[config.mk]
export PLATFORM = sky130hd
export DESIGN_NAME = pc_sp_sequencer_flat
export DESIGN_NICKNAME = d
export VERILOG_FILES = /design/src/rtl/pc_sp_sequencer_if.sv /design/src/rtl/pc_sp_sequencer.sv /design/src/flat_wrapper.sv
export SDC_FILE = /design/constraint.sdc
export NUM_CORES = 1
export LEC_CHECK = 0
export ABC_AREA = 0
export BUFFER_PORTS_ARGS = -buffer_cell sky130_fd_sc_hd__buf_4
export CORE_ASPECT_RATIO = 0.9
export CORE_MARGIN = 3
export CORE_UTILIZATION = 30
export CTS_BUF_LIST = sky130_fd_sc_hd__clkbuf_4 sky130_fd_sc_hd__clkbuf_8 sky130_fd_sc_hd__clkbuf_16
export DETAILED_ROUTE_END_ITERATION = 10
export PLACE_DENSITY = 0.5
export SYNTH_ARGS = -nofsm -noshare
export SYNTH_HDL_FRONTEND = slang
export SYNTH_SLANG_ARGS = --single-unit
[constraint.sdc]
create_clock -name clk -period 3 [get_ports clk]
set_input_delay 0.3 -clock clk [delete_from_list [all_inputs] [get_ports clk]]
set_output_delay 0.3 -clock clk [all_outputs]
set_load 0.005 [all_outputs]
[src/rtl/pc_sp_sequencer_if.sv]
// Command, status and data-memory signals of the PC/SP sequencer.
// master: controller + memory side (drives commands, ack, read data).
// slave : sequencer side (drives pc/sp, memory request, status).
interface pc_sp_sequencer_if #(
  parameter int unsigned ADDR_W = 10,
  parameter int unsigned DATA_W = 16
);
  logic              cmd_valid;
  logic              cmd_ready;
  logic [3:0]        cmd_op;
  logic [ADDR_W-1:0] target;
  logic [DATA_W-1:0] push_data;
  logic              flag_zero;
  logic              flag_neg;
  logic              resume;
  logic [ADDR_W-1:0] pc;
  logic [ADDR_W-1:0] sp;
  logic              mem_req;
  logic              mem_we;
  logic [ADDR_W-1:0] mem_addr;
  logic [DATA_W-1:0] mem_wdata;
  logic              mem_ack;
  logic [DATA_W-1:0] mem_rdata;
  logic [DATA_W-1:0] pop_data;
  logic              pop_valid;
  logic              halted;
  logic              stack_err;
  logic              bus_err;

  modport master (
    output cmd_valid, cmd_op, target, push_data, flag_zero, flag_neg, resume,
           mem_ack, mem_rdata,
    input  cmd_ready, pc, sp, mem_req, mem_we, mem_addr, mem_wdata,
           pop_data, pop_valid, halted, stack_err, bus_err
  );

  modport slave (
    input  cmd_valid, cmd_op, target, push_data, flag_zero, flag_neg, resume,
           mem_ack, mem_rdata,
    output cmd_ready, pc, sp, mem_req, mem_we, mem_addr, mem_wdata,
           pop_data, pop_valid, halted, stack_err, bus_err
  );
endinterface

[src/rtl/pc_sp_sequencer.sv]
// Program-counter / hardware-stack sequencer with a req/ack data-memory port.
// Ports: clk, reset (async, active-high), bus (pc_sp_sequencer_if.slave):
//   command in (cmd_*, target, push_data, flags, resume), pc/sp out,
//   memory request out / ack + rdata in, pop result and status out.
module pc_sp_sequencer #(
  parameter int unsigned       ADDR_W   = 10,
  parameter int unsigned       DATA_W   = 16,
  parameter logic [ADDR_W-1:0] SP_INIT  = ADDR_W'(10'h3FE),
  parameter logic [ADDR_W-1:0] SP_MIN   = ADDR_W'(10'h200),
  parameter int unsigned       WAIT_MAX = 15
) (
  input  logic             clk,
  input  logic             reset,
  pc_sp_sequencer_if.slave bus
);

  localparam int unsigned CNT_W = (WAIT_MAX < 1) ? 1 : $clog2(WAIT_MAX + 1);

  localparam logic [3:0] OP_JMP  = 4'd1;
  localparam logic [3:0] OP_JLT  = 4'd2;
  localparam logic [3:0] OP_JEQ  = 4'd3;
  localparam logic [3:0] OP_CALL = 4'd4;
  localparam logic [3:0] OP_RET  = 4'd5;
  localparam logic [3:0] OP_PUSH = 4'd6;
  localparam logic [3:0] OP_POP  = 4'd7;
  localparam logic [3:0] OP_HALT = 4'd8;

  typedef enum logic [1:0] {ST_RUN, ST_MEM, ST_HALTED, ST_FAULT} state_e;

  state_e            r_state,     w_state_nxt;
  logic [ADDR_W-1:0] r_pc,        w_pc_nxt;
  logic [ADDR_W-1:0] r_sp,        w_sp_nxt;
  logic              r_mem_req,   w_mem_req_nxt;
  logic              r_mem_we,    w_mem_we_nxt;
  logic [ADDR_W-1:0] r_mem_addr,  w_mem_addr_nxt;
  logic [DATA_W-1:0] r_mem_wdata, w_mem_wdata_nxt;
  logic [3:0]        r_op,        w_op_nxt;
  logic [ADDR_W-1:0] r_target,    w_target_nxt;
  logic [CNT_W-1:0]  r_wait_cnt,  w_wait_cnt_nxt;
  logic [DATA_W-1:0] r_pop_data,  w_pop_data_nxt;
  logic              r_pop_valid, w_pop_valid_nxt;
  logic              r_halted,    w_halted_nxt;
  logic              r_stack_err, w_stack_err_nxt;
  logic              r_bus_err,   w_bus_err_nxt;

  logic [ADDR_W-1:0] w_pc_inc;
  logic [ADDR_W-1:0] w_sp_inc;
  logic [ADDR_W-1:0] w_sp_dec;

  assign w_pc_inc = r_pc + ADDR_W'(1);
  assign w_sp_inc = r_sp + ADDR_W'(1);
  assign w_sp_dec = r_sp - ADDR_W'(1);

  // State and datapath registers
  always_ff @(posedge clk or posedge reset) begin
    if (reset) begin
      r_state     <= ST_RUN;
      r_pc        <= '0;
      r_sp        <= SP_INIT;
      r_mem_req   <= 1'b0;
      r_mem_we    <= 1'b0;
      r_mem_addr  <= '0;
      r_mem_wdata <= '0;
      r_op        <= '0;
      r_target    <= '0;
      r_wait_cnt  <= '0;
      r_pop_data  <= '0;
      r_pop_valid <= 1'b0;
      r_halted    <= 1'b0;
      r_stack_err <= 1'b0;
      r_bus_err   <= 1'b0;
    end else begin
      r_state     <= w_state_nxt;
      r_pc        <= w_pc_nxt;
      r_sp        <= w_sp_nxt;
      r_mem_req   <= w_mem_req_nxt;
      r_mem_we    <= w_mem_we_nxt;
      r_mem_addr  <= w_mem_addr_nxt;
      r_mem_wdata <= w_mem_wdata_nxt;
      r_op        <= w_op_nxt;
      r_target    <= w_target_nxt;
      r_wait_cnt  <= w_wait_cnt_nxt;
      r_pop_data  <= w_pop_data_nxt;
      r_pop_valid <= w_pop_valid_nxt;
      r_halted    <= w_halted_nxt;
      r_stack_err <= w_stack_err_nxt;
      r_bus_err   <= w_bus_err_nxt;
    end
  end

  // Next-state and datapath update
  always_comb begin
    w_state_nxt     = r_state;
    w_pc_nxt        = r_pc;
    w_sp_nxt        = r_sp;
    w_mem_req_nxt   = r_mem_req;
    w_mem_we_nxt    = r_mem_we;
    w_mem_addr_nxt  = r_mem_addr;
    w_mem_wdata_nxt = r_mem_wdata;
    w_op_nxt        = r_op;
    w_target_nxt    = r_target;
    w_wait_cnt_nxt  = r_wait_cnt;
    w_pop_data_nxt  = r_pop_data;
    w_pop_valid_nxt = 1'b0;
    w_stack_err_nxt = r_stack_err;
    w_bus_err_nxt   = r_bus_err;

    case (r_state)
      ST_RUN: begin
        if (bus.cmd_valid) begin
          case (bus.cmd_op)
            OP_JMP:  w_pc_nxt = bus.target;
            OP_JLT:  w_pc_nxt = bus.flag_neg  ? bus.target : w_pc_inc;
            OP_JEQ:  w_pc_nxt = bus.flag_zero ? bus.target : w_pc_inc;
            OP_HALT: w_state_nxt = ST_HALTED;
            OP_CALL, OP_PUSH: begin
              if (r_sp == SP_MIN) begin
                w_state_nxt     = ST_FAULT;
                w_stack_err_nxt = 1'b1;
              end else begin
                w_state_nxt     = ST_MEM;
                w_mem_req_nxt   = 1'b1;
                w_mem_we_nxt    = 1'b1;
                w_mem_addr_nxt  = r_sp;
                w_mem_wdata_nxt = (bus.cmd_op == OP_CALL) ? DATA_W'(w_pc_inc)
                                                          : bus.push_data;
                w_op_nxt        = bus.cmd_op;
                w_target_nxt    = bus.target;
                w_wait_cnt_nxt  = '0;
              end
            end
            OP_RET, OP_POP: begin
              if (r_sp == SP_INIT) begin
                w_state_nxt     = ST_FAULT;
                w_stack_err_nxt = 1'b1;
              end else begin
                w_state_nxt     = ST_MEM;
                w_mem_req_nxt   = 1'b1;
                w_mem_we_nxt    = 1'b0;
                w_mem_addr_nxt  = w_sp_inc;
                w_mem_wdata_nxt = '0;
                w_op_nxt        = bus.cmd_op;
                w_target_nxt    = bus.target;
                w_wait_cnt_nxt  = '0;
              end
            end
            default: w_pc_nxt = w_pc_inc;  // NEXT and unused encodings
          endcase
        end
      end

      ST_MEM: begin
        if (bus.mem_ack) begin
          w_state_nxt   = ST_RUN;
          w_mem_req_nxt = 1'b0;
          w_mem_we_nxt  = 1'b0;
          case (r_op)
            OP_CALL: begin
              w_sp_nxt = w_sp_dec;
              w_pc_nxt = r_target;
            end
            OP_PUSH: begin
              w_sp_nxt = w_sp_dec;
              w_pc_nxt = w_pc_inc;
            end
            OP_RET: begin
              w_sp_nxt = w_sp_inc;
              w_pc_nxt = bus.mem_rdata[ADDR_W-1:0];
            end
            default: begin  // POP
              w_sp_nxt        = w_sp_inc;
              w_pc_nxt        = w_pc_inc;
              w_pop_data_nxt  = bus.mem_rdata;
              w_pop_valid_nxt = 1'b1;
            end
          endcase
        end else if (r_wait_cnt == CNT_W'(WAIT_MAX)) begin
          // Wait budget exhausted: abandon the transaction.
          w_state_nxt   = ST_FAULT;
          w_bus_err_nxt = 1'b1;
          w_mem_req_nxt = 1'b0;
          w_mem_we_nxt  = 1'b0;
        end else begin
          w_wait_cnt_nxt = r_wait_cnt + CNT_W'(1);
        end
      end

      ST_HALTED: begin
        if (bus.resume) begin
          w_state_nxt = ST_RUN;
          w_pc_nxt    = w_pc_inc;
        end
      end

      default: ;  // ST_FAULT holds until reset
    endcase

    w_halted_nxt = (w_state_nxt == ST_HALTED);
  end

  assign bus.cmd_ready = (r_state == ST_RUN);
  assign bus.pc        = r_pc;
  assign bus.sp        = r_sp;
  assign bus.mem_req   = r_mem_req;
  assign bus.mem_we    = r_mem_we;
  assign bus.mem_addr  = r_mem_addr;
  assign bus.mem_wdata = r_mem_wdata;
  assign bus.pop_data  = r_pop_data;
  assign bus.pop_valid = r_pop_valid;
  assign bus.halted    = r_halted;
  assign bus.stack_err = r_stack_err;
  assign bus.bus_err   = r_bus_err;

endmodule

[src/flat_wrapper.sv]
// flat-port wrapper written by rule: the top's interface ports become plain ports
module pc_sp_sequencer_flat 
#(
  parameter int unsigned       ADDR_W   = 10,
  parameter int unsigned       DATA_W   = 16,
  parameter logic [ADDR_W-1:0] SP_INIT  = ADDR_W'(10'h3FE),
  parameter logic [ADDR_W-1:0] SP_MIN   = ADDR_W'(10'h200),
  parameter int unsigned       WAIT_MAX = 15
)
  (clk, reset, bus_cmd_valid, bus_cmd_op, bus_target, bus_push_data, bus_flag_zero, bus_flag_neg, bus_resume, bus_mem_ack, bus_mem_rdata, bus_cmd_ready, bus_pc, bus_sp, bus_mem_req, bus_mem_we, bus_mem_addr, bus_mem_wdata, bus_pop_data, bus_pop_valid, bus_halted, bus_stack_err, bus_bus_err);
  pc_sp_sequencer_if #(.ADDR_W(ADDR_W), .DATA_W(DATA_W)) bus_i ();
  input  logic clk;
  input  logic reset;
  input wire logic [$bits(bus_i.cmd_valid)-1:0] bus_cmd_valid;
  input wire logic [$bits(bus_i.cmd_op)-1:0] bus_cmd_op;
  input wire logic [$bits(bus_i.target)-1:0] bus_target;
  input wire logic [$bits(bus_i.push_data)-1:0] bus_push_data;
  input wire logic [$bits(bus_i.flag_zero)-1:0] bus_flag_zero;
  input wire logic [$bits(bus_i.flag_neg)-1:0] bus_flag_neg;
  input wire logic [$bits(bus_i.resume)-1:0] bus_resume;
  input wire logic [$bits(bus_i.mem_ack)-1:0] bus_mem_ack;
  input wire logic [$bits(bus_i.mem_rdata)-1:0] bus_mem_rdata;
  output wire logic [$bits(bus_i.cmd_ready)-1:0] bus_cmd_ready;
  output wire logic [$bits(bus_i.pc)-1:0] bus_pc;
  output wire logic [$bits(bus_i.sp)-1:0] bus_sp;
  output wire logic [$bits(bus_i.mem_req)-1:0] bus_mem_req;
  output wire logic [$bits(bus_i.mem_we)-1:0] bus_mem_we;
  output wire logic [$bits(bus_i.mem_addr)-1:0] bus_mem_addr;
  output wire logic [$bits(bus_i.mem_wdata)-1:0] bus_mem_wdata;
  output wire logic [$bits(bus_i.pop_data)-1:0] bus_pop_data;
  output wire logic [$bits(bus_i.pop_valid)-1:0] bus_pop_valid;
  output wire logic [$bits(bus_i.halted)-1:0] bus_halted;
  output wire logic [$bits(bus_i.stack_err)-1:0] bus_stack_err;
  output wire logic [$bits(bus_i.bus_err)-1:0] bus_bus_err;
  assign bus_i.cmd_valid = bus_cmd_valid;
  assign bus_i.cmd_op = bus_cmd_op;
  assign bus_i.target = bus_target;
  assign bus_i.push_data = bus_push_data;
  assign bus_i.flag_zero = bus_flag_zero;
  assign bus_i.flag_neg = bus_flag_neg;
  assign bus_i.resume = bus_resume;
  assign bus_i.mem_ack = bus_mem_ack;
  assign bus_i.mem_rdata = bus_mem_rdata;
  assign bus_cmd_ready = bus_i.cmd_ready;
  assign bus_pc = bus_i.pc;
  assign bus_sp = bus_i.sp;
  assign bus_mem_req = bus_i.mem_req;
  assign bus_mem_we = bus_i.mem_we;
  assign bus_mem_addr = bus_i.mem_addr;
  assign bus_mem_wdata = bus_i.mem_wdata;
  assign bus_pop_data = bus_i.pop_data;
  assign bus_pop_valid = bus_i.pop_valid;
  assign bus_halted = bus_i.halted;
  assign bus_stack_err = bus_i.stack_err;
  assign bus_bus_err = bus_i.bus_err;
  pc_sp_sequencer #(.ADDR_W(ADDR_W), .DATA_W(DATA_W), .SP_INIT(SP_INIT), .SP_MIN(SP_MIN), .WAIT_MAX(WAIT_MAX)) u_core (.clk(clk), .reset(reset), .bus(bus_i));
endmodule
## After elaboration in Yosys (flattened, before gate mapping)

Cells that the tools add are included.

| word-level totals | value |
|---|---|
| register bits | 88 |
| latch bits | 0 |
| RAM bits | 0 |
| bits in read-only memories | 0 |
| input bits | 53 |
| output and inout bits | 69 |
| memories kept | 0 |

| operators by class | value |
|---|---|
| add/sub/neg operators | 4 |
| $mul | 0 |
| div/mod/pow operators | 0 |
| magnitude comparators | 0 |
| eq/ne operators | 31 |
| shift operators | 0 |
| multiplexer cells | 54 |
| bitwise gates (word level) | 2 |
| reductions and logical operators | 17 |

Operators by type and width:

| operator | number |
|---|---|
| $mux W10 | 10 |
| $pmux W10 S2 | 3 |
| $mux W16 | 3 |
| $pmux W10 S4 | 1 |
| $pmux W16 S2 | 1 |
| $pmux W10 S3 | 1 |
| $eq A4 B3 Y1 const B | 7 |
| $mux W4 | 7 |
| $pmux W4 S2 | 3 |
| $add A10 B1 Y10 const B | 2 |
| $eq A10 B10 Y1 const B | 2 |
| $ne A2 B2 Y1 const B | 8 |
| $reduce_and A5 Y1 | 3 |
| $mux W1 | 12 |
| $mux W2 | 6 |
| $pmux W2 S3 | 2 |
| $pmux W1 S2 | 5 |
| $sub A10 B1 Y10 const B | 1 |
| $eq A4 B2 Y1 const B | 2 |
| $eq A4 B4 Y1 const B | 2 |
| $reduce_and A7 Y1 | 1 |
| $ne A3 B3 Y1 const B | 2 |
| $reduce_and A3 Y1 | 2 |
| $reduce_and A6 Y1 | 1 |
| other kinds (15) | 21 |

## Depth between registers and ports, before layout

Gate-level depths: netlist (run 1).

| logic depth | value |
|---|---|
| word-level depth | 6 |
| mapped depth | 10 |

## Worst setup path before layout (run 1)

No wires, ideal clock.

| path | value |
|---|---|
| path type | register -> register |
| start | register u_core.r_sp[0] (netlist: u_core.bus.sp[0]) |
| end | register u_core.r_target[0] |
| setup time | 125 ps |
| arrival | 2024 ps |
| data required time | 2875 ps |
| slack | 852 ps |
| cell stages (with the launch flop) | 9 |
| path buffers | 2 |
| path through | dfrtp_1 > clkbuf_1 > inv_1 > ha_1 > nand3_1 > or4_4 > nand4_2 > buf_4 > mux2_2 |

| on the way | value |
|---|---|
| cells in the longest elaborated chain, start to end | 3 |
| elaborated cells on any way between the ends | 5 |
| classes of those cells | 4 x eq/ne; 1 x reduce/logical |

RTL lines:

| element | line | RTL |
|---|---|---|
| start, declared | pc_sp_sequencer.sv:32 | `logic [ADDR_W-1:0] r_sp, w_sp_nxt;` |
| start signal, assigned | pc_sp_sequencer.sv:75 | `r_sp <= w_sp_nxt;` |
| $eq A10 B10 Y1, on equally long branches | pc_sp_sequencer.sv:133, pc_sp_sequencer.sv:117 |  |
| $ne A2 B2 Y1 (no line) | - |  |
| $reduce_and A5 Y1 (no line) (*) | - |  |
| end signal, assigned | pc_sp_sequencer.sv:81 | `r_target <= w_target_nxt;` |
| end, declared | pc_sp_sequencer.sv:38 | `logic [ADDR_W-1:0] r_target, w_target_nxt;` |

Mark *: on every way between the ends. The rest lies on a longest branch, timed or not.
A chain may end at the register's enable or synchronous reset.

## Final worst setup path (run 1)

| path | value |
|---|---|
| start | register u_core.r_state[1] |
| end | register u_core.r_pc[3] (netlist: u_core.bus.pc[3]) |

| on the way | value |
|---|---|
| cells in the longest elaborated chain, start to end | 3 |
| elaborated cells on any way between the ends | 10 |
| classes of those cells | 6 x eq/ne; 1 x mux; 3 x reduce/logical |

RTL lines:

| element | line | RTL |
|---|---|---|
| start, declared | pc_sp_sequencer.sv:30 | `state_e r_state, w_state_nxt;` |
| start signal, assigned | pc_sp_sequencer.sv:73 | `r_state <= w_state_nxt;` |
| $eq A2 B1 Y1 (tied with other cells) | pc_sp_sequencer.sv:108 | `case (r_state)` |
| $ne A2 B2 Y1 (no line) / $reduce_bool A3 Y1 (equally long branches) | - |  |
| $reduce_and A5 Y1 (no line) | - |  |
| end signal, assigned | pc_sp_sequencer.sv:74 | `r_pc <= w_pc_nxt;` |
| end, declared | pc_sp_sequencer.sv:31 | `logic [ADDR_W-1:0] r_pc, w_pc_nxt;` |

Parallel ways exist; a longest one is shown, timed or not.

==> impl_metrics.json, run 1 <==
{
  "grt_util_met1_pct": 22.08,
  "clock_path_buffers": 2,
  "cp_num_buf_inv": 1,
  "drv_slew": 0,
  "grt_pass1_wl_um": 22510,
  "finalInstanceArea_um2": 6221,
  "synth_fp_nets": 554,
  "setup_slack_ns": 0.5628,
  "cts_resized": 0,
  "ys_seq_area_share_pct": 45.76,
  "grt_setup_unrepaired": "no",
  "use_met3_pct": 5.466,
  "async_flop_share_pct": 100.0,
  "final_cells": 810,
  "area_growth_syn_to_layout_pct": 28.61,
  "fin_util_pct": 39.87,
  "synth_edf_count": 0,
  "required_ns": 3.29,
  "synth_top_area_cell": "dfrtp_1",
  "die_area_um2": 17690,
  "cp_slowest_cell": "or3_1",
  "min_period_over_period_pct": 81.24,
  "insertedDiodeCount": 0,
  "post-cts-setup-buffer-count": 0,
  "max_stage_delay_ns": 0.42,
  "outcome": "finished clean",
  "drt_first_pass_iters": 4,
  "fin_crit_ns": 2.437,
  "syn_area_um2": 4837,
  "synthFlopType": "dfrtp_1",
  "nNetsFinal": 666,
  "post-place-cells": 794,
  "max_cap_violations": 0,
  "vias_per_cell": 5.126,
  "rows": 43,
  "worstPathArrival_ns": 2.73,
  "die_w_um": 139.9,
  "path_max_fanout": 15,
  "avgRoutedWirePerCell_um": 17.10,
  "critical-path-top-delay-family": "compound AO/OA/AOI/OAI gates",
  "drc": 0,
  "end_kind": "flop",
  "worst-setup-path-type": "reg2reg",
  "wl_um": 13860,
  "startpoint_type": "flop",
  "synthCells": 491,
  "yosysUniqueCellTypes": 61,
  "synth_common_cells": "79 x dfrtp_1, 53 x nand2_1, 44 x o21ai_0",
  "total_power_mw": 5.992,
  "busiest_layer": "met2",
  "grt_util_all_layers_pct": 15.94,
  "cts_tree": "yes",
  "yosysWarningCount": 0,
  "drive_above_1_share_pct": 32.89,
  "cts_max_level": 3,
  "worstPathCellList": "inv_1 -> ha_1 -> nor2b_1 -> or3_1 -> a21o_2 -> a2111oi_0 -> a221o_1",
  "yosysMostFrequentCell": "dfrtp_1",
  "first_global_vias": 4128,
  "place_area_um2": 5928,
  "drt_iter0_markers": 202,
  "worst_hold_slack_ns": 0.05423,
  "finClkSkew_ns": 0.007325,
  "power_density_nw_per_um2": 963.2,
  "setup_tns_ns": 0,
  "p_leak_nw": 2.849,
  "r2r_slack_ns": 0.56,
  "slew-limit-headroom_pct": 51.37,
  "peakVddDrop_mv": 0.3922,
  "cts_buffers": 9,
  "num_vias": 4152,
  "tightestPinTransition_ns": 0.7286,
  "hpwl_um": 10290,
  "overflow": 0,
  "antenna_found_initial": 0,
  "ys_top_cells_by_area": "dfrtp_1 41%, mux2_2 6.8%, dfstp_2 4.9%, o21ai_0 4.6%, nand2_1 4.1%",
  "place_congestion": 0.8777,
  "dp_slack_ns": 0.5949,
  "grtUsageMet2_pct": 23.68,
  "path_clk_slew_ns": 0.06,
  "synth_top_area_share_pct": 40.87,
  "insertion_delay_ns": 0.35,
  "postSynthAreaPerCell_um2": 9.852,
  "numPortBuffers": 121,
  "die_h_um": 126.5,
  "hp-class": "in2async",
  "grt_max_degree": 50,
  "root_buffer": "clkbuf_16",
  "start_util_pct": 31.00,
  "hold_buffers": 0,
  "cts_sinks": 88,
  "fmax_mhz": 410.3,
  "hold_violations": 0,
  "coreArea_um2": 15600,
  "finalSetupViolCount": 0,
  "drtAntennaViolNets": 0,
  "ys_ff_latch": 88,
  "num_io_pins": 122
}
==> layout make-up <==
cell class                      count  area, um^2
Fill cell                        1576        9382
Multi-Input combinational cell    361        2416
Sequential cell                    88        2213
Clock buffer                       10       232.7
Clock inverter                      6       60.06
Timing Repair Buffer              132        1003
Tap cell                          202       252.7
Inverter                           11       42.54
==> layout by cell type (no fill, tap or decap), types with 5 or more instances in the layout <==
| cell | count |
|---|---|
| a21o_1 | 8 |
| xor2_1 | 11 |
| nand4_1 | 8 |
| and2_1 | 7 |
| o31ai_1 | 8 |
| nor3_1 | 12 |
| ha_1 | 10 |
| dfstp_2 | 9 |
| and3_1 | 5 |
| o21ai_0 | 44 |
| nand2b_1 | 6 |
| nand3_1 | 20 |
| nor2_1 | 25 |
| mux2i_1 | 13 |
| clkbuf_16 | 9 |
| a31oi_1 | 5 |
| o211ai_1 | 7 |
| nand2_1 | 53 |
| mux2_2 | 29 |
| inv_1 | 10 |
| dfrtp_1 | 79 |
| buf_4 | 131 |
| or3_1 | 7 |
| xnor2_1 | 11 |
| a21oi_1 | 20 |
==> registers in the layout (all words and copies together), names as in the netlist <==
signal,flops
u_core.bus.bus_err,1
u_core.bus.halted,1
u_core.bus.mem_addr,10
u_core.bus.mem_req,1
u_core.bus.mem_wdata,16
u_core.bus.mem_we,1
u_core.bus.pc,10
u_core.bus.pop_data,16
u_core.bus.pop_valid,1
u_core.bus.sp,10
u_core.bus.stack_err,1
u_core.r_op,4
u_core.r_state,2
u_core.r_target,10
u_core.r_wait_cnt,4
==> kinds of logic (layout without fill, tap and decap cells) <==
logic type	Yosys count	in the layout	synth area share, %
AND/OR/NAND/NOR	166	166	17.85
AO/OA/AOI/OAI	121	121	16.09
flip-flops	88	88	45.76
multiplexers	42	42	9.441
buffers and inverters	42	159	4.293
XOR/XNOR	22	22	3.983
adder cells (fa/ha/maj)	10	10	2.587
==> report_power, final <==
group          internal (mW)  switching [mW]  total (mW)
Combinational           1.36            1.27        2.63
Sequential              1.75           0.493        2.24
Clock                  0.650           0.470        1.12
Total                   3.76            2.23        5.99
==> per-layer routing <==
metal | wire length [um] | share of wire [%] | vias to the layer above
met3 | 924 | 6.7 | 14
met5 | 0 | 0 | -
li1 | - | - | 2004
met4 | 274 | 2.0 | 0
met2 | 6187 | 45 | 128
met1 | 6468 | 47 | 2006
==> worst paths after layout <==
| kind | from | end | cells past startpoint |
|---|---|---|---|
| setup / recovery | u_core.r_state[1]$_DFF_PP0_ | u_core.bus.pc[3]$_DFFE_PP0P_ | 7 |
| hold / removal | reset | u_core.bus.pop_data[12]$_DFFE_PP0P_ | 2 |
| setup reg to reg | u_core.r_state[1]$_DFF_PP0_ | u_core.bus.pc[3]$_DFFE_PP0P_ | 7 |
| hold reg to reg | u_core.bus.bus_err$_DFFE_PP0P_ | u_core.bus.bus_err$_DFFE_PP0P_ | 1 |
| max in group asynchronous | reset | u_core.r_target[0]$_DFFE_PP0P_ | 3 |
| min in group clk | bus_mem_rdata[13] | u_core.bus.pop_data[13]$_DFFE_PP0P_ | 2 |
(Power assumes the default switching activity.)
==> run 2: changes to the inputs <==
--- a/config.mk
+++ b/config.mk
@@ -12,7 +12,7 @@
 export CORE_UTILIZATION = 30
 export CTS_BUF_LIST = sky130_fd_sc_hd__clkbuf_4 sky130_fd_sc_hd__clkbuf_8 sky130_fd_sc_hd__clkbuf_16
 export DETAILED_ROUTE_END_ITERATION = 10
-export PLACE_DENSITY = 0.5
+export PLACE_DENSITY = 0.52
 export SYNTH_ARGS = -nofsm -noshare
 export SYNTH_HDL_FRONTEND = slang
 export SYNTH_SLANG_ARGS = --single-unit
==> constraint.sdc (replaced) <==
create_clock -name clk -period 2.1 [get_ports clk]
set_input_delay 0.21 -clock clk [delete_from_list [all_inputs] [get_ports clk]]
set_output_delay 0.21 -clock clk [all_outputs]
set_load 0.005 [all_outputs]
==> impl_metrics.json, run 2 (synthesized netlist as in run 1, its figures left out) <==
{
  "finalInstanceArea_um2": 6666,
  "worstSetupEndpoint": "u_core.r_wait_cnt[3]$_DFFE_PP0P_",
  "grt_util_met1_pct": 22.89,
  "place_congestion": 0.8430,
  "peakVddDrop_mv": 0.5719,
  "mostFrequentLayoutCell": "buf_4",
  "startpoint_type": "flop",
  "worstSetupStartpoint": "u_core.bus.sp[6]$_DFFE_PP1P_",
  "regToRegEndpoint": "u_core.r_wait_cnt[3]$_DFFE_PP0P_",
  "root_buffer": "clkbuf_16",
  "place_area_um2": 6151,
  "fin_crit_ns": 2.084,
  "cts_buffers": 9,
  "die_h_um": 126.5,
  "grt_util_all_layers_pct": 16.36,
  "end_kind": "flop",
  "nNetsFinal": 701,
  "wl_um": 14600,
  "cts_sinks": 88,
  "antenna_found_initial": 0,
  "p_leak_nw": 3.105,
  "die_w_um": 139.9,
  "r2r_cells": 5,
  "busiest_layer": "met2",
  "hpwl_um": 10490,
  "slew-limit-headroom_pct": 66.60,
  "rows": 43,
  "clock_path_buffers": 2,
  "hold_violations": 0,
  "drt_first_pass_iters": 5,
  "drtAntennaViolNets": 0,
  "grt_pass1_wl_um": 22940,
  "worstPathArrival_ns": 2.32,
  "fmax_mhz": 479.8,
  "num_io_pins": 122,
  "insertedDiodeCount": 0,
  "drt_iter0_markers": 291,
  "final_cell_mix": "157 x buf_4, 78 x dfrtp_1, 53 x nand2_1",
  "path_clk_slew_ns": 0.07,
  "first_global_vias": 4178,
  "finClkSkew_ns": 0.006663,
  "drv_slew": 0,
  "required_ns": 2.33,
  "grtUsageMet2_pct": 25.06,
  "overflow": 0,
  "insertion_delay_ns": 0.35,
  "worst-setup-path-type": "reg2reg",
  "avgRoutedWirePerCell_um": 17.28,
  "numPortBuffers": 121,
  "num_vias": 4290,
  "finalSetupViolCount": 0,
  "drive_above_1_share_pct": 37.95,
  "drc": 0,
  "n_fill_cell": 1536,
  "min_period_over_period_pct": 99.24,
  "path_max_fanout": 6,
  "start_util_pct": 31.00,
  "die_area_um2": 17690,
  "grt_max_degree": 83,
  "dp_slack_ns": -0.006414,
  "outcome": "finished clean",
  "cts_max_level": 3,
  "power_density_nw_per_um2": 1378,
  "use_met3_pct": 4.749,
  "coreArea_um2": 15600,
  "r2r_start": "u_core.bus.sp[6]$_DFFE_PP1P_",
  "hp-class": "in2reg",
  "max_cap_violations": 0,
  "r2r_slack_ns": 0.02,
  "tightestPinTransition_ns": 0.5010,
  "cts_tree": "yes",
  "area_growth_syn_to_layout_pct": 37.82,
  "vias_per_cell": 5.077,
  "setup_slack_ns": 0.01601,
  "grt_setup_unrepaired": "yes"
}
==> run 2: cell count changes in the layout (fill, tap and decap cells not counted), sizes merged <==
| cell | before | now |
|---|---|---|
| buf | 132 | 164 |
| bufbuf | 0 | 1 |
| clkinv | 4 | 3 |
| dlygate4sd3 | 0 | 1 |
| inv | 10 | 12 |
==> run 2: worst min path at each step <==
stage          depth (start not counted)                                   end              start
2_1_floorplan                          2  u_core.bus.mem_wdata[10]$_DFFE_PP0P_  bus_push_data[10]
3_3_place_gp                           2    u_core.bus.mem_addr[1]$_DFFE_PP0P_              reset
3_5_place_dp                           2    u_core.bus.mem_addr[1]$_DFFE_PP0P_              reset
4_1_cts                                2   u_core.bus.pop_data[15]$_DFFE_PP0P_  bus_mem_rdata[15]
5_1_grt                                2   u_core.bus.pop_data[12]$_DFFE_PP0P_  bus_mem_rdata[12]
6_report                               2   u_core.bus.pop_data[10]$_DFFE_PP0P_  bus_mem_rdata[10]
==> run 2: final cells by class <==
| type | instances | area [um^2] | area share [%] |
|---|---|---|---|
| multi-input cells | 361 | 2494 | 37.41 |
| repair buffers | 167 | 1355 | 20.33 |
| well taps | 202 | 252.7 | 3.791 |
| inverters | 11 | 45.04 | 0.6757 |
| clock inverters | 7 | 80.08 | 1.201 |
| flip-flops and latches | 88 | 2215 | 33.22 |
| clock buffers | 9 | 225.2 | 3.378 |
==> run 2: through the flow <==
stage / util, % / instances / power [mW] / hold WS (ns) / TNS [ns]
5_1_grt: 42.73 / 845 / 9.906 / 0.07818 / -0.6557
2_1_floorplan: - / 491 / 5.337 / 0.3460 / -0.01839
3_5_place_dp: 39.42 / 820 / 7.352 / 0.1587 / -0.02156
3_3_place_gp: 39.42 / 820 / 7.249 / 0.1590 / 0
4_1_cts: 41.87 / 839 / 9.115 / 0.07417 / 0
6_report: 42.73 / 845 / 9.186 / 0.08583 / 0
==> run 2: timing repair <==
item	4_1_cts	5_1_grt
setup endpoints to repair	15	38
endpoints found under the hold margin	6	0
cloned	1	1
buffers inserted	1	5
hold buffers	1	0
pin swaps	0	2
resized for setup	4	18
==> run 2: where the power goes <==
part	switching [mW]	internal, mW
sequential	0.535	2.49
combinational	2.14	2.35
clock	0.740	0.937
==> run 2: critical path, cell delays in order (launching register included) <==
cell and delay (ns):
dfstp_2 0.53, nand4_1 0.17, or4_4 0.58, a31oi_4 0.32
nor4b_1 0.10, a211o_1 0.27
==> run 2: layer usage <==
metal / vias to the layer above / routed length [um]
met5: - / 0
met4: 0 / 201
met3: 15 / 878
met2: 125 / 6566
met1: 2074 / 6954
li1: 2076 / -
==> run 3: changes to the inputs <==
--- a/config.mk
+++ b/config.mk
@@ -13,6 +13,7 @@
 export CTS_BUF_LIST = sky130_fd_sc_hd__clkbuf_4 sky130_fd_sc_hd__clkbuf_8 sky130_fd_sc_hd__clkbuf_16
 export DETAILED_ROUTE_END_ITERATION = 10
 export PLACE_DENSITY = 0.52
+export RECOVER_POWER = 25
 export SYNTH_ARGS = -nofsm -noshare
 export SYNTH_HDL_FRONTEND = slang
 export SYNTH_SLANG_ARGS = --single-unit
==> impl_metrics.json, run 3 (synthesized netlist as in run 1, its figures left out) <==
{
  "p_switching_mw": 3.414,
  "worst-setup-path-type": "reg2reg",
  "post-place-cells": 820,
  "min_period_over_period_pct": 99.50,
  "clock_path_buffers": 2,
  "r2r_cells": 5,
  "grt_util_all_layers_pct": 16.36,
  "finalSetupViolCount": 0,
  "r2r_start": "u_core.bus.sp[6]$_DFFE_PP1P_",
  "n_fill_cell": 1537,
  "insertedDiodeCount": 0,
  "multi_input_area_um2": 2494,
  "insertion_delay_ns": 0.35,
  "num_vias": 4285,
  "max_cap_violations": 0,
  "rows": 43,
  "outcome": "finished clean",
  "final_cell_mix": "137 x buf_4, 78 x dfrtp_1, 53 x nand2_1",
  "root_buffer": "clkbuf_16",
  "path_max_fanout": 6,
  "finalInstanceArea_um2": 6660,
  "drt_iter0_markers": 247,
  "pwr-share-seq_pct": 32.9,
  "wl_um": 14600,
  "num_io_pins": 122,
  "r2r_slack_ns": 0.01,
  "tightestPinTransition_ns": 0.4995,
  "cts_tree": "yes",
  "hp-class": "in2reg",
  "fin_util_pct": 42.69,
  "intPower_mw": 5.755,
  "final_cells": 845,
  "mostFrequentLayoutCell": "buf_4",
  "peakVddDrop_mv": 0.5731,
  "power_density_nw_per_um2": 1377,
  "power.share.clock_pct": 18.3,
  "cts_sinks": 88,
  "regToRegEndpoint": "u_core.r_wait_cnt[3]$_DFFE_PP0P_",
  "required_ns": 2.33,
  "drt_first_pass_iters": 5,
  "drv_slew": 0,
  "drive_above_1_share_pct": 37.79,
  "fin_crit_ns": 2.089,
  "grt_setup_unrepaired": "yes",
  "finClkSkew_ns": 0.006585,
  "hpwl_um": 10490,
  "numPortBuffers": 121,
  "end_kind": "flop",
  "grt_max_degree": 83,
  "hp-start": "bus_mem_rdata[10]",
  "die_w_um": 139.9,
  "grt_pass1_wl_um": 22940,
  "switching_share_pct": 37.24,
  "drc": 0,
  "worstPathArrival_ns": 2.32,
  "die_h_um": 126.5,
  "cts_buffers": 9,
  "dp_slack_ns": -0.006414,
  "drtAntennaViolNets": 0,
  "coreArea_um2": 15600,
  "comb_power_share_pct": 48.8,
  "overflow": 0,
  "holdPathEnd": "u_core.bus.pop_data[10]$_DFFE_PP0P_",
  "path_clk_slew_ns": 0.07,
  "antenna_found_initial": 0,
  "vias_per_cell": 5.071,
  "first_global_vias": 4178,
  "start_util_pct": 31.00,
  "setup_slack_ns": 0.01058,
  "setup_tns_ns": 0,
  "nNetsFinal": 701,
  "place_area_um2": 6151,
  "holdPathStages": 2,
  "startpoint_type": "flop",
  "area_growth_syn_to_layout_pct": 37.69,
  "avgRoutedWirePerCell_um": 17.27,
  "place_congestion": 0.8430,
  "regArea_um2": 2215,
  "hold_violations": 0,
  "cts_max_level": 3,
  "fmax_mhz": 478.6,
  "slew-limit-headroom_pct": 66.61,
  "die_area_um2": 17690,
  "p_leak_nw": 3.093
}
==> run 3: changes by cell type in the layout (fill, tap and decap cells not counted) <==
| cell | change |
|---|---|
| clkbuf_1 | +1 |
| clkinvlp_4 | -1 |
| buf_4 | -20 |
| clkbuf_4 | +19 |
| clkinvlp_2 | +1 |
==> run 3: worst max path at each step <==
stage          cells after the start  slack, ns                               end                          from
2_1_floorplan                      6     -0.002        u_core.r_op[0]$_DFFE_PP0P_  u_core.bus.sp[4]$_DFFE_PP1P_
3_3_place_gp                       7       0.01  u_core.r_wait_cnt[3]$_DFFE_PP0P_  u_core.bus.sp[4]$_DFFE_PP1P_
3_5_place_dp                       5     -0.006    u_core.r_target[8]$_DFFE_PP0P_  u_core.bus.sp[6]$_DFFE_PP1P_
4_1_cts                            9      0.003  u_core.r_wait_cnt[1]$_DFFE_PP0P_  u_core.bus.sp[1]$_DFFE_PP1P_
5_1_grt                            5      -0.07  u_core.r_wait_cnt[3]$_DFFE_PP0P_  u_core.bus.sp[6]$_DFFE_PP1P_
6_report                           5       0.01  u_core.r_wait_cnt[3]$_DFFE_PP0P_  u_core.bus.sp[6]$_DFFE_PP1P_
==> run 3: layout make-up <==
class                   instances  share of cell area, %
well taps                     202                  3.795
flip-flops and latches         88                  33.25
inverters                      11                 0.6387
clock inverters                 7                  1.202
clock buffers                   9                  3.382
multi-input cells             361                  37.44
repair buffers                167                  20.29
==> run 3: timing repair <==
| item | in CTS | in global routing |
|---|---|---|
| setup buffers | 1 | 5 |
| gates cloned | 1 | 1 |
| endpoints found under the hold margin | 6 | 0 |
| pin swaps | 0 | 2 |
| setup endpoints to repair | 15 | 38 |
| hold buffers | 1 | 0 |
| gates resized for setup | 4 | 18 |
==> run 3: routing by layer <==
layer / GRT usage, % / share of wire, %
met1: 22.89 / 47
met2: 25.06 / 45
met3: 4.749 / 6.4
met4: 4.103 / 1.4
met5: 0 / 0
==> run 3: critical path, cell delays in order, from the launching register on <==
cell	delay (ns)
dfstp_2	0.53
nand4_1	0.17
or4_4	0.59
a31oi_4	0.32
nor4b_1	0.10
a211o_1	0.27
==> run 3: power by group through the flow <==
stage	Sequential [mW]	Clock, mW	Combinational, mW
after global routing	3.13	1.80	4.95
after floorplan	3.03	0	2.31
after detailed placement	3.05	0	4.30
after CTS	3.03	1.72	4.37
final	3.02	1.68	4.48
after global placement	3.03	0	4.22
==> run 3: through the flow <==
stage | hold WS (ns) | power [mW]
5_1_grt | 0.07818 | 9.882
3_5_place_dp | 0.1587 | 7.352
6_report | 0.08524 | 9.170
4_1_cts | 0.07417 | 9.115
3_3_place_gp | 0.1590 | 7.249
2_1_floorplan | 0.3460 | 5.337
